### src/rtl/pc_sequencer.sv
// PC sequencer: selects the next program counter value and issues instruction
// fetches. Handles sequential increment, fetch stalls, branch/jump redirects,
// interrupt entry and return from interrupt.
module pc_sequencer #(
  parameter int unsigned         PC_SIZE = 13,
  parameter logic [PC_SIZE-1:0]  IRQ_VEC = PC_SIZE'(13'h1F00)
) (
  input  logic               clk,
  input  logic               rst,
  input  logic [PC_SIZE-1:0] PC_current,
  output logic [PC_SIZE-1:0] PC_next,
  output logic               imem_req,
  input  logic               imem_ready,
  output logic               inst_valid,
  input  logic               stall,
  input  logic               branch_taken,
  input  logic [PC_SIZE-1:0] branch_target,
  input  logic               jump,
  input  logic [PC_SIZE-1:0] jump_target,
  input  logic               irq,
  input  logic               eret,
  output logic [PC_SIZE-1:0] epc,
  output logic               irq_active
);

  typedef enum logic [1:0] {
    ST_IDLE  = 2'd0,
    ST_FETCH = 2'd1,
    ST_FLUSH = 2'd2
  } state_e;

  state_e               state_q, state_d;
  logic                 inst_valid_q, inst_valid_d;
  logic [PC_SIZE-1:0]   epc_q, epc_d;
  logic                 irq_active_q, irq_active_d;
  logic                 advance;

  assign advance = imem_ready & ~stall;

  // Next-state, next-PC and fetch request selection
  always_comb begin
    state_d      = state_q;
    inst_valid_d = 1'b0;
    epc_d        = epc_q;
    irq_active_d = irq_active_q;
    PC_next      = PC_current;
    imem_req     = 1'b0;

    unique case (state_q)
      ST_IDLE: begin
        state_d = ST_FETCH;
      end

      ST_FETCH: begin
        imem_req = 1'b1;
        // Redirects take effect regardless of stall/imem_ready and drop the fetch
        if (irq && !irq_active_q) begin
          PC_next      = IRQ_VEC;
          epc_d        = PC_current;
          irq_active_d = 1'b1;
          state_d      = ST_FLUSH;
        end else if (eret && irq_active_q) begin
          PC_next      = epc_q;
          irq_active_d = 1'b0;
          state_d      = ST_FLUSH;
        end else if (jump) begin
          PC_next = jump_target;
          state_d = ST_FLUSH;
        end else if (branch_taken) begin
          PC_next = branch_target;
          state_d = ST_FLUSH;
        end else if (advance) begin
          PC_next      = PC_current + PC_SIZE'(1);
          inst_valid_d = 1'b1;
        end
      end

      ST_FLUSH: begin
        state_d = ST_FETCH;
      end

      default: begin
        state_d = ST_IDLE;
      end
    endcase
  end

  // State and registered outputs
  always_ff @(posedge clk or negedge rst) begin
    if (!rst) begin
      state_q      <= ST_IDLE;
      inst_valid_q <= 1'b0;
      epc_q        <= '0;
      irq_active_q <= 1'b0;
    end else begin
      state_q      <= state_d;
      inst_valid_q <= inst_valid_d;
      epc_q        <= epc_d;
      irq_active_q <= irq_active_d;
    end
  end

  assign inst_valid = inst_valid_q;
  assign epc        = epc_q;
  assign irq_active = irq_active_q;

endmodule

### config.mk
export PLATFORM = sky130hd
export DESIGN_NAME = pc_sequencer
export DESIGN_NICKNAME = d
export VERILOG_FILES = /design/src/rtl/pc_sequencer.sv
export SDC_FILE = /design/constraint.sdc
export NUM_CORES = 1
export LEC_CHECK = 0
export ABC_AREA = 1
export BUFFER_PORTS_ARGS = -buffer_cell sky130_fd_sc_hd__clkbuf_2
export CAP_MARGIN = 30
export CORE_ASPECT_RATIO = 0.6
export CORE_MARGIN = 10
export CORE_UTILIZATION = 40
export CTS_CLUSTER_DIAMETER = 150
export DETAILED_ROUTE_END_ITERATION = 7
export GPL_TIMING_DRIVEN = 0
export PLACE_DENSITY = 0.72
export SLEW_MARGIN = 30
export SYNTH_ARGS = -nofsm -noshare
export SYNTH_HDL_FRONTEND = slang
export SYNTH_SLANG_ARGS = --single-unit
export TNS_END_PERCENT = 100
### constraint.sdc
create_clock -name clk -period 1.7 [get_ports clk]
set_clock_uncertainty 0.15 [all_clocks]
set_input_delay 0.34 -clock clk [delete_from_list [all_inputs] [get_ports clk]]
set_output_delay 0.34 -clock clk [all_outputs]
set_load 0.02 [all_outputs]
==> reports/metrics.cfg <==
[synth]
synth_top_cell_by_area = dfrtp_1
syn-num-nets = 281
syn_inst = 233
ys.warnings.count = 0
synth_top_area_frac = 0.291
synth_area_um2 = 1460
synth_seq_cells = 17
syn_area_per_cell_um2 = 6.28
yosysSeqAreaShare = 0.291
synth.area.top_cells = dfrtp_1 29%, nand2_1 16%, o21ai_0 8.9%
synth_cell_types = 27

[sta]
fmax_mhz = 501
slew_headroom = 0.727
finalCritPeriodShare = 1.18
hold_viol = 0
maxSlewViolCount = 0
finalSetupTns_ns = -3.21
rsz0062_at_grt = yes
setup_viol = 14
layout_min_cycle_time_ns = 2.00
worst_pin_slew_ns = 0.410
worst_slack_ns = -0.298

[layout]
design_area_um2 = 2540
fillers = 263
syn_to_final_growth_pct = 73.8
final_layout_size_suffix_gt1_frac = 0.506
final_common_cell = clkbuf_2
final_cell_mix = 57 x clkbuf_2, 55 x nand2_1, 24 x inv_1, 16 x dfrtp_1, 15 x o21ai_0
final_nets = 375
antenna_cells = 0

[setup_path]
crit_type = reg2out
critPathCaptureType = output pin
cp-start-kind = flop
cp.arrival_ns = 1.51
cp.required_ns = 1.21
path_max_fanout = 8

[pwr]
peakVddDrop_mv = 1.21
p_per_area_nw_per_um2 = 1490
leakage_nw = 1.29
p_total_w = 0.00379

[outcome]
violations = setup timing
status = complete, but fails checks

[die]
fp.dieW_um = 98.1
core_um2 = 3380
initial_utilization = 0.433
die_area_um2 = 6560
num_io_pins = 76
die_height_um = 66.9
std_cell_rows = 16

[routing]
wire_per_inst_um = 17.5
drt_iter0_drc = 214
drc = 0
drt_first_pass_iters = 5
drt-total-wl_mm = 6.49
ant_nets = 0
vias = 2025
vias_per_cell = 5.46

[cts]
htreeDepth = 1
cts_num_sinks = 17
clock_latency_ns = 0.25
clockBufferDepth = 2
cts-root-buf = clkbuf_8
clk_pin_slew_ns = 0.06
cts_tree = yes
numCtsBuffers = 3

[hold_path]
hold_class = in2reg

[global_routing]
grtUsageTotal = 0.175
grt_antenna_before_repair = 0
grt_max_degree = 18
grt.overflow.total = 0
grt_pass1_vias = 1880
grt_pass1_wl_mm = 9.46

[placement]
postPlaceCellArea_um2 = 2020
gp_congestion = 0.835
dp_hpwl_mm = 4.80
portBuffers = 75

[run]
drv_cap = 0

where the power goes:
group | internal (W) | total, W | switching, W
combinational | 0.00116 | 0.00272 | 0.00156
clock | 0.000167 | 0.000300 | 0.000133
sequential | 0.000589 | 0.000765 | 0.000177
total | 0.00192 | 0.00379 | 0.00187
logic make-up after synthesis:
kind of cell             Yosys count  share of synthesized area
flip-flops                        17                      0.291
AO/OA/AOI/OAI                     61                      0.236
buffers and inverters             40                      0.110
AND/OR/NAND/NOR                  114                      0.355
adder cells (fa/ha/maj)            1                    0.00855
final cells by class:
cell class	count	area, µm²	area share
plain buffers	6	58.8	0.0231
clock buffers	4	45.0	0.0177
inverters	34	144	0.0565
multi-input cells	176	1180	0.464
flip-flops and latches	17	427	0.168
well taps	45	56.3	0.0221
repair buffers	89	633	0.249
stage by stage:
step	setup slack, ns	hold WS [ns]	instances	utilization
global placement	-0.427	0.139	353	0.597
floorplan	-0.0202	-0.106	233	-
detailed placement	-0.421	0.139	353	0.597
global route	-0.345	0.314	371	0.752
CTS	-0.275	0.264	368	0.695
finish	-0.298	0.291	371	0.752
final timing paths:
kind                            slack [ns]                     end  cells past startpoint                   start
worst max-delay path                 -0.30             PC_next[12]                      5  state_q[1]$_DFFE_PN0P_
worst min-delay path                  0.29     epc[12]$_DFFE_PN0P_                      3          PC_current[12]
worst max register to register        0.14      epc[6]$_DFFE_PN0P_                      6  state_q[1]$_DFFE_PN0P_
worst min register to register        0.32  state_q[0]$_DFFE_PN0P_                      1  state_q[0]$_DFFE_PN0P_
max in group asynchronous             0.70  irq_active$_DFFE_PN0P_                      2                     rst
min in group asynchronous             0.39      epc[8]$_DFFE_PN0P_                      2                     rst
flip-flops by register name, summed over array words and instances (netlist names):
| signal | cells |
|---|---|
| epc | 13 |
| inst_valid | 1 |
| irq_active | 1 |
| state_q | 2 |
per-layer routing:
metal / vias to the layer above / global-route usage / wire length, µm
li1: 966 / - / -
met1: 910 / 0.248 / 2930
met2: 136 / 0.252 / 2690
met3: 13 / 0.0443 / 757
met4: 0 / 0.0523 / 116
met5: - / 0 / 0
synth_stat cells:
library cell  count
nand2_1          64
inv_1            29
o21ai_0          26
nor2_1           21
dfrtp_1          17
nand3_1          17
a21oi_1          15
o22ai_1           9
buf_2             4
nand4_1           4
a22o_1            3
inv_2             3
o21ai_1           3
a31oi_1           2
nand2_4           2
nor2_2            2
o221a_2           2
buf_4             1
clkbuf_1          1
clkinv_1          1
ha_1              1
inv_4             1
nand2_2           1
nand3_4           1
nor2_4            1
nor2_8            1
o211ai_1          1
worst max-delay path, stage by stage, from the launching register on:
cell and delay (ns):
dfrtp_1 0.43, nor2_8 0.17, nand2_8 0.10, a21oi_1 0.31, a21oi_4 0.09, clkbuf_8 0.16
timing repair:
action / 4_1_cts / 5_1_grt
setup buffers: 9 / 4
endpoints found under the hold margin: 17 / 0
cloned: 1 / 0
hold buffers: 1 / 0
endpoints found under the setup margin: 14 / 14
resized for setup: 57 / 61
pin swaps: 17 / 14
Power figures use the tool's default switching activity.
